File: src/rtl/traffic_phase_scheduler_if.sv
`default_nettype none
// ============================================================================
// Module   : traffic_phase_scheduler_if
// Purpose  : Control, button and lamp/status bundle of the two-approach
//            intersection phase scheduler.
// Revision : 1.0 - initial release
// ============================================================================
interface traffic_phase_scheduler_if;
   logic       en;
   logic [3:0] btn;
   logic       led4_r;
   logic       led4_g;
   logic       led4_b;
   logic       led5_r;
   logic       led5_g;
   logic       led5_b;
   logic [3:0] cnt;
   logic [2:0] phase;

   // Board / environment side: drives enable and buttons, observes lamps.
   modport master (
      output en, btn,
      input  led4_r, led4_g, led4_b, led5_r, led5_g, led5_b, cnt, phase
   );

   // Scheduler side.
   modport slave (
      input  en, btn,
      output led4_r, led4_g, led4_b, led5_r, led5_g, led5_b, cnt, phase
   );
endinterface
`default_nettype wire

File: src/rtl/traffic_phase_scheduler.sv
`default_nettype none
// ============================================================================
// Module   : traffic_phase_scheduler
// Purpose  : Board-level lamp sequencer for a two-approach intersection.
//            Cycles A green/yellow, all-red, B green/yellow, all-red with
//            demand truncation, green hold and emergency all-red.
// Revision : 1.0 - initial release
// ============================================================================
module traffic_phase_scheduler #(
   parameter int TICK_DIV  = 4,
   parameter int GREEN_T   = 5,
   parameter int YELLOW_T  = 2,
   parameter int ALL_RED_T = 1,
   parameter int MIN_GREEN = 2
) (
   input  wire logic                 clk,
   input  wire logic                 rst_n,
   traffic_phase_scheduler_if.slave  bus
);

   localparam int PW = (TICK_DIV > 1) ? $clog2(TICK_DIV) : 1;

   localparam logic [PW-1:0] PRE_MAX   = PW'(TICK_DIV - 1);
   localparam logic [3:0]    GREEN_LD  = 4'(GREEN_T - 1);
   localparam logic [3:0]    YELLOW_LD = 4'(YELLOW_T - 1);
   localparam logic [3:0]    AR_LD     = 4'(ALL_RED_T - 1);
   // Largest remaining count at which a demand may cut a green short.
   localparam logic [3:0]    TRUNC_MAX = 4'(GREEN_T - MIN_GREEN);

   typedef enum logic [2:0] {
      IDLE      = 3'd0,
      A_GREEN   = 3'd1,
      A_YELLOW  = 3'd2,
      ALL_RED_1 = 3'd3,
      B_GREEN   = 3'd4,
      B_YELLOW  = 3'd5,
      EMERG     = 3'd6,
      ALL_RED_2 = 3'd7
   } state_t;

   state_t        state, state_n;
   logic [3:0]    cnt, cnt_n;
   logic [PW-1:0] presc, presc_n;
   logic          pend_a, pend_a_n;
   logic          pend_b, pend_b_n;
   logic          tick;
   logic          hold;
   logic          emerg_req;
   logic          cnt_zero;

   assign tick      = (presc == PRE_MAX) && bus.en;
   assign hold      = bus.btn[2];
   assign emerg_req = bus.btn[3] && (state != IDLE);
   assign cnt_zero  = (cnt == 4'd0);

   // State, phase counter, prescaler and demand latches.
   always_ff @(posedge clk or negedge rst_n) begin
      if (!rst_n) begin
         state  <= IDLE;
         cnt    <= 4'd0;
         presc  <= '0;
         pend_a <= 1'b0;
         pend_b <= 1'b0;
      end else begin
         state  <= state_n;
         cnt    <= cnt_n;
         presc  <= presc_n;
         pend_a <= pend_a_n;
         pend_b <= pend_b_n;
      end
   end

   // Next-state: emergency overrides freeze, which overrides phase timing.
   always_comb begin
      state_n  = state;
      cnt_n    = cnt;
      presc_n  = presc;
      pend_a_n = pend_a;
      pend_b_n = pend_b;

      if (emerg_req) begin
         state_n = EMERG;
         cnt_n   = 4'd0;
         presc_n = '0;
      end else if (bus.en) begin
         // Idle/emergency keep the prescaler parked so the next phase starts tick-aligned.
         if (state == IDLE || state == EMERG)
            presc_n = '0;
         else if (presc == PRE_MAX)
            presc_n = '0;
         else
            presc_n = presc + 1'b1;

         case (state)
            IDLE, EMERG: begin
               state_n = ALL_RED_2;
               cnt_n   = AR_LD;
            end
            A_GREEN: begin
               if (!hold && tick) begin
                  if (cnt_zero || (pend_b && cnt <= TRUNC_MAX)) begin
                     state_n = A_YELLOW;
                     cnt_n   = YELLOW_LD;
                  end else begin
                     cnt_n = cnt - 1'b1;
                  end
               end
            end
            A_YELLOW: begin
               if (tick) begin
                  if (cnt_zero) begin
                     state_n = ALL_RED_1;
                     cnt_n   = AR_LD;
                  end else begin
                     cnt_n = cnt - 1'b1;
                  end
               end
            end
            ALL_RED_1: begin
               if (tick) begin
                  if (cnt_zero) begin
                     state_n = B_GREEN;
                     cnt_n   = GREEN_LD;
                  end else begin
                     cnt_n = cnt - 1'b1;
                  end
               end
            end
            B_GREEN: begin
               if (!hold && tick) begin
                  if (cnt_zero || (pend_a && cnt <= TRUNC_MAX)) begin
                     state_n = B_YELLOW;
                     cnt_n   = YELLOW_LD;
                  end else begin
                     cnt_n = cnt - 1'b1;
                  end
               end
            end
            B_YELLOW: begin
               if (tick) begin
                  if (cnt_zero) begin
                     state_n = ALL_RED_2;
                     cnt_n   = AR_LD;
                  end else begin
                     cnt_n = cnt - 1'b1;
                  end
               end
            end
            ALL_RED_2: begin
               if (tick) begin
                  if (cnt_zero) begin
                     state_n = A_GREEN;
                     cnt_n   = GREEN_LD;
                  end else begin
                     cnt_n = cnt - 1'b1;
                  end
               end
            end
            default: begin
               state_n = IDLE;
               cnt_n   = 4'd0;
            end
         endcase

         // A demand arriving on the entry cycle of its own green survives the clear.
         pend_a_n = (((state_n == A_GREEN) && (state != A_GREEN)) ? 1'b0 : pend_a) | bus.btn[0];
         pend_b_n = (((state_n == B_GREEN) && (state != B_GREEN)) ? 1'b0 : pend_b) | bus.btn[1];
      end
   end

   // Lamp decode from the registered state (yellow = red + green, blue unused).
   always_comb begin
      bus.led4_r = 1'b0;
      bus.led4_g = 1'b0;
      bus.led5_r = 1'b0;
      bus.led5_g = 1'b0;
      case (state)
         A_GREEN: begin
            bus.led4_g = 1'b1;
            bus.led5_r = 1'b1;
         end
         A_YELLOW: begin
            bus.led4_r = 1'b1;
            bus.led4_g = 1'b1;
            bus.led5_r = 1'b1;
         end
         B_GREEN: begin
            bus.led4_r = 1'b1;
            bus.led5_g = 1'b1;
         end
         B_YELLOW: begin
            bus.led4_r = 1'b1;
            bus.led5_r = 1'b1;
            bus.led5_g = 1'b1;
         end
         ALL_RED_1, ALL_RED_2, EMERG: begin
            bus.led4_r = 1'b1;
            bus.led5_r = 1'b1;
         end
         default: ;
      endcase
   end

   assign bus.led4_b = 1'b0;
   assign bus.led5_b = 1'b0;
   assign bus.cnt    = cnt;
   assign bus.phase  = state;

endmodule
`default_nettype wire

File: src/flat_wrapper.sv
// flat-port wrapper written by rule: the top's interface ports become plain ports
module traffic_phase_scheduler_flat 
#(
   parameter int TICK_DIV  = 4,
   parameter int GREEN_T   = 5,
   parameter int YELLOW_T  = 2,
   parameter int ALL_RED_T = 1,
   parameter int MIN_GREEN = 2
)
  (clk, rst_n, bus_en, bus_btn, bus_led4_r, bus_led4_g, bus_led4_b, bus_led5_r, bus_led5_g, bus_led5_b, bus_cnt, bus_phase);
  traffic_phase_scheduler_if bus_i ();
  input  wire logic clk;
  input  wire logic rst_n;
  input wire logic [$bits(bus_i.en)-1:0] bus_en;
  input wire logic [$bits(bus_i.btn)-1:0] bus_btn;
  output wire logic [$bits(bus_i.led4_r)-1:0] bus_led4_r;
  output wire logic [$bits(bus_i.led4_g)-1:0] bus_led4_g;
  output wire logic [$bits(bus_i.led4_b)-1:0] bus_led4_b;
  output wire logic [$bits(bus_i.led5_r)-1:0] bus_led5_r;
  output wire logic [$bits(bus_i.led5_g)-1:0] bus_led5_g;
  output wire logic [$bits(bus_i.led5_b)-1:0] bus_led5_b;
  output wire logic [$bits(bus_i.cnt)-1:0] bus_cnt;
  output wire logic [$bits(bus_i.phase)-1:0] bus_phase;
  assign bus_i.en = bus_en;
  assign bus_i.btn = bus_btn;
  assign bus_led4_r = bus_i.led4_r;
  assign bus_led4_g = bus_i.led4_g;
  assign bus_led4_b = bus_i.led4_b;
  assign bus_led5_r = bus_i.led5_r;
  assign bus_led5_g = bus_i.led5_g;
  assign bus_led5_b = bus_i.led5_b;
  assign bus_cnt = bus_i.cnt;
  assign bus_phase = bus_i.phase;
  traffic_phase_scheduler #(.TICK_DIV(TICK_DIV), .GREEN_T(GREEN_T), .YELLOW_T(YELLOW_T), .ALL_RED_T(ALL_RED_T), .MIN_GREEN(MIN_GREEN)) u_core (.clk(clk), .rst_n(rst_n), .bus(bus_i));
endmodule
File: config.mk
export PLATFORM = sky130hd
export DESIGN_NAME = traffic_phase_scheduler_flat
export DESIGN_NICKNAME = d
export VERILOG_FILES = /design/src/rtl/traffic_phase_scheduler_if.sv /design/src/rtl/traffic_phase_scheduler.sv /design/src/flat_wrapper.sv
export SDC_FILE = /design/constraint.sdc
export NUM_CORES = 1
export LEC_CHECK = 0
export CAP_MARGIN = 20
export CORE_UTILIZATION = 45
export CTS_CLUSTER_DIAMETER = 30
export DETAILED_ROUTE_END_ITERATION = 7
export PLACE_DENSITY_LB_ADDON = 0.12
export SYNTH_ARGS = -nofsm -noshare
export SYNTH_HDL_FRONTEND = slang
export SYNTH_SLANG_ARGS = --single-unit
File: constraint.sdc
create_clock -name clk -period 2.3 [get_ports clk]
set_input_delay 0.23 -clock clk [delete_from_list [all_inputs] [get_ports clk]]
set_output_delay 0.23 -clock clk [all_outputs]
set_load 0.02 [all_outputs]
==> out/results.env <==
STATUS='finished clean'
CP_NUM_CELLS=7
FIRSTDRTPASSITERS=4
VIAS_PER_CELL=5.80
LAYOUT.CELLS.NON_FILLER=169
DIE_Y_UM=48.4
HP-CLASS='in2async'
FMAX_MHz=454
POST_SYNTHESIS_ASYNC_SET_OR_RESET_FLOP_SHARE_PCT=100
ANTENNA_CELLS=0
TIMING_WORST_SETUP_PATH_TYPE='reg2reg'
CRITICAL_PATH_ARRIVAL_NS=2.36
DRC=0
TRACK_USAGE_PCT=22.2
DRTANTENNAVIOLNETS=0
SETUP_VIOL=0
FINALCOREUTILIZATION_PCT=61.4
WORSTMARGINPINSLEW_NS=0.541
CLOCKBUFFERDEPTH=2
MAPPEDNETLISTAREA_SQ_UM=967
POST-DP-HPWL_UM=1840
FINALWEIGHTEDCONGESTION=0.931
SYNTH_TO_FINAL_AREA_CHANGE_PCT=25.9
ANTENNA_FOUND_INITIAL=0
CLOCK_LATENCY_NS=0.27
TIMING.CRITICAL_PATH.MAX_DELAY_FAMILY='simple AND/OR/NAND/NOR gates'
CP-START-KIND='flop'
SETUP_TNS_AFTER_FINAL_LAYOUT_NS=0
GRT_TOTAL_OVFL=0
VIAS_IN_THE_FIRST_GLOBAL_ROUTE=912
CTSHTREEMAXLEVEL=1
SYNTH-SEQ-AREA-SHARE_PCT=28.5
FP.DIEW_UM=48.4
TOTAL_VIAS_IN_THE_FINAL_ROUTE=981
INITIAL_CORE_UTILIZATION_PCT=48.8
PIN_COUNT_OF_THE_BIGGEST_NET_ENTERING_GLOBAL_ROUTING=14
NETLIST-CELL-TYPE-COUNT=50
CTS_TREE='done'
POWER_SWITCHING_uW=155
SYNTH_FF_TYPE='sky130_fd_sc_hd__dfrtp_1'
DRIVE_GT1_SHARE_PCT=13.4
FLOORPLAN.IO_PINS=20
CLOCK_POWER_SHARE_PCT=27.8
POST_SYNTH_INST_COUNT=122
ROWS=16
PEAKVDDDROP_mV=0.301
SYNTH.YOSYS.WARNINGS=0
MAX-SLEW-MARGIN-REL_PCT=63.6
DRT-INITIAL-DRC-COUNT=28
WIRE_PER_INST_UM=14.5
WHS_NS=0.297
FINALWIRELENGTH_UM=2460
CRIT_CHAIN='inv_1 > ha_1 > or3b_1 > or3_1 > nand3_1 > o311ai_1 > a211o_1'
FIN_CRIT_SH_PCT=95.7
CLK_PIN_SLEW_NS=0.07
BUFFER_CELL_DRIVING_THE_CLOCK_TREE_ROOT='sky130_fd_sc_hd__clkbuf_4'
POST-ROUTE-MIN-PERIOD_NS=2.20
CTS_BUFS_INSERTED=3
CRITICAL_PATH_PEAK_FANOUT=6
TIMING.MAX_CAP.VIOLATIONS=0
END_KIND='flop'
POWER.COMBINATIONAL.FRACTION_PCT=28.6
CP.REQUIRED_NS=2.46
P_PER_AREA_mW_PER_MM2=397
PLACE.PORT_BUFFERS=17
LAYOUT.NETS=152
SWITCHING_SHARE_PCT=32.1
POWER.TOTAL_uW=483
FIN_SKEW_NS=0.00316
CRITICAL_PATH.MAX_STAGE_DELAY_NS=0.44
SYNTHESIS.AREA_PER_INSTANCE_SQ_UM=7.93
CTS.SINKS=11
GRT_SETUP_UNREPAIRED='false'
TIMING.CRITICAL_PATH.BUF_INV=1
COUNT_OF_FILLER_CELLS_INSERTED_IN_THE_LAYOUT=169
FLOORPLAN.CORE_AREA_SQ_MM=0.00198
CRITICAL-PATH-SLOWEST-CELL='sky130_fd_sc_hd__or3b_1'
DIE-AREA_SQ_MM=0.00234
GRT_PASS1_WL_UM=4110
LEAKAGE_uW=0.000512
SYNTH_EDF_COUNT=0
HOLD_VIOL_FINAL=0
DP_CELLS=165
YOSYS_REGISTER_BITS=11
INTERNAL_POWER_uW=328
CELL_COUNT_OF_THE_WORST_REG_TO_REG_PATH=7
SEQ_POWER_SHARE_PCT=43.7
FINALMAXSLEWVIOLATIONS=0
==> power groups by stage <==
stage | clock [uW] | sequential (uW) | combinational [uW]
after floorplan | 0 | 216 | 82.4
after global placement | 0 | 214 | 135
after detailed placement | 0 | 215 | 135
after CTS | 141 | 211 | 135
after global routing | 153 | 212 | 150
final | 134 | 211 | 138
==> state kept, by name (all words and copies together) (netlist names) <==
name	count
u_core.bus.phase	3
u_core.pend_a	1
u_core.presc	2
u_core.bus.cnt	4
u_core.pend_b	1
==> per-layer routing <==
layer	up-vias	GRT usage, %	share of wire [%]
met2	25	35.2	48
met4	0	8.82	1.6
met5	-	0	0
li1	488	-	-
met3	4	2.52	3.5
met1	464	31.0	47
==> logic make-up (layout without fill, tap and decap cells) <==
kind of cell,count (synthesis),count (layout),share of synthesized area (%)
buffers and inverters,19,38,9.06
flip-flops,11,11,28.5
AND/OR/NAND/NOR,40,40,21.9
multiplexers,1,1,1.16
other,1,2,0.388
AO/OA/AOI/OAI,46,46,34.7
XOR/XNOR,2,2,1.81
adder cells (fa/ha/maj),2,2,2.59
==> cells in the final DEF (no fill, tap or decap), types with 2 or more instances in the layout <==
cell type,count
sky130_fd_sc_hd__a21boi_1,2
sky130_fd_sc_hd__or4_1,2
sky130_fd_sc_hd__nor3_1,4
sky130_fd_sc_hd__nand3_1,2
sky130_fd_sc_hd__nor2b_1,4
sky130_fd_sc_hd__nand2_1,9
sky130_fd_sc_hd__buf_4,9
sky130_fd_sc_hd__nor2_1,7
sky130_fd_sc_hd__o21ai_0,9
sky130_fd_sc_hd__or2_2,2
sky130_fd_sc_hd__dfrtp_1,11
sky130_fd_sc_hd__o211a_1,2
sky130_fd_sc_hd__nand4_1,2
sky130_fd_sc_hd__conb_1,2
sky130_fd_sc_hd__o21ai_1,2
sky130_fd_sc_hd__o22ai_1,2
sky130_fd_sc_hd__xnor2_1,2
sky130_fd_sc_hd__inv_1,7
sky130_fd_sc_hd__nor3b_1,2
sky130_fd_sc_hd__o31ai_1,3
sky130_fd_sc_hd__ha_1,2
sky130_fd_sc_hd__clkdlybuf4s50_1,17
sky130_fd_sc_hd__clkbuf_4,3
sky130_fd_sc_hd__o2111ai_1,2
sky130_fd_sc_hd__o21a_1,3
sky130_fd_sc_hd__a21oi_1,6
==> worst paths after layout <==
check	start	end	slack, ns
worst max-delay path	u_core.bus.cnt[0]$_DFFE_PN0P_	u_core.pend_b$_DFFE_PN0P_	0.1
min in group clk	u_core.presc[1]$_DFFE_PN0N_	u_core.presc[1]$_DFFE_PN0N_	0.55
worst max register to register	u_core.bus.cnt[0]$_DFFE_PN0P_	u_core.pend_b$_DFFE_PN0P_	0.1
max in group asynchronous	rst_n	u_core.bus.phase[1]$_DFFE_PN0N_	1.66
worst min-delay path	rst_n	u_core.bus.cnt[1]$_DFFE_PN0P_	0.30
worst min register to register	u_core.presc[1]$_DFFE_PN0N_	u_core.presc[1]$_DFFE_PN0N_	0.55
==> worst register-to-register path, delay by kind of cell (launching register included) <==
kind | cells | cell delay, ns
fa+ha+maj | 1 | 0.25
compound gates | 2 | 0.43
simple gates | 3 | 0.90
flops | 1 | 0.41
buf+inv | 1 | 0.11
==> timing repair <==
item	4_1_cts	5_1_grt
setup endpoints to repair	0	1
hold buffers	0	0
setup buffers	0	0
gates resized for setup	0	1
==> final cells by class <==
type                       instances  area (sq um)  share of cell area [%]
tap                               27          33.8                    2.77
sequential                        11           275                    22.6
timing repair buffer              26           238                    19.5
inverter                           8          30.0                    2.47
clock buffer                       4          26.3                    2.16
multi-input combinational         93           614                    50.5
==> synthesized netlist by cell type, types with 2 or more instances <==
cell type | number | area [sq um]
sky130_fd_sc_hd__a21boi_1 | 2 | 15.0
sky130_fd_sc_hd__a21oi_1 | 6 | 30.0
sky130_fd_sc_hd__buf_2 | 4 | 20.0
sky130_fd_sc_hd__buf_4 | 3 | 22.5
sky130_fd_sc_hd__clkbuf_1 | 3 | 11.3
sky130_fd_sc_hd__dfrtp_1 | 11 | 275
sky130_fd_sc_hd__ha_1 | 2 | 25.0
sky130_fd_sc_hd__inv_1 | 7 | 26.3
sky130_fd_sc_hd__nand2_1 | 9 | 33.8
sky130_fd_sc_hd__nand3_1 | 2 | 10.0
sky130_fd_sc_hd__nand4_1 | 2 | 12.5
sky130_fd_sc_hd__nor2_1 | 7 | 26.3
sky130_fd_sc_hd__nor2b_1 | 4 | 25.0
sky130_fd_sc_hd__nor3_1 | 4 | 20.0
sky130_fd_sc_hd__nor3b_1 | 2 | 15.0
sky130_fd_sc_hd__o2111ai_1 | 2 | 17.5
sky130_fd_sc_hd__o211a_1 | 2 | 20.0
sky130_fd_sc_hd__o21a_1 | 3 | 22.5
sky130_fd_sc_hd__o21ai_0 | 9 | 45.0
sky130_fd_sc_hd__o21ai_1 | 2 | 10.0
sky130_fd_sc_hd__o22ai_1 | 2 | 12.5
sky130_fd_sc_hd__o31ai_1 | 3 | 22.5
sky130_fd_sc_hd__or2_2 | 2 | 12.5
sky130_fd_sc_hd__or4_1 | 2 | 15.0
sky130_fd_sc_hd__xnor2_1 | 2 | 17.5
==> through the flow <==
step           setup WS, ns  area [sq um]
3_5_place_dp          0.150          1180
6_report             0.0978          1220
4_1_cts               0.127          1210
5_1_grt             0.00459          1220
2_1_floorplan        0.0769           971
3_3_place_gp          0.180          1180
Power figures use the tool's default switching activity.
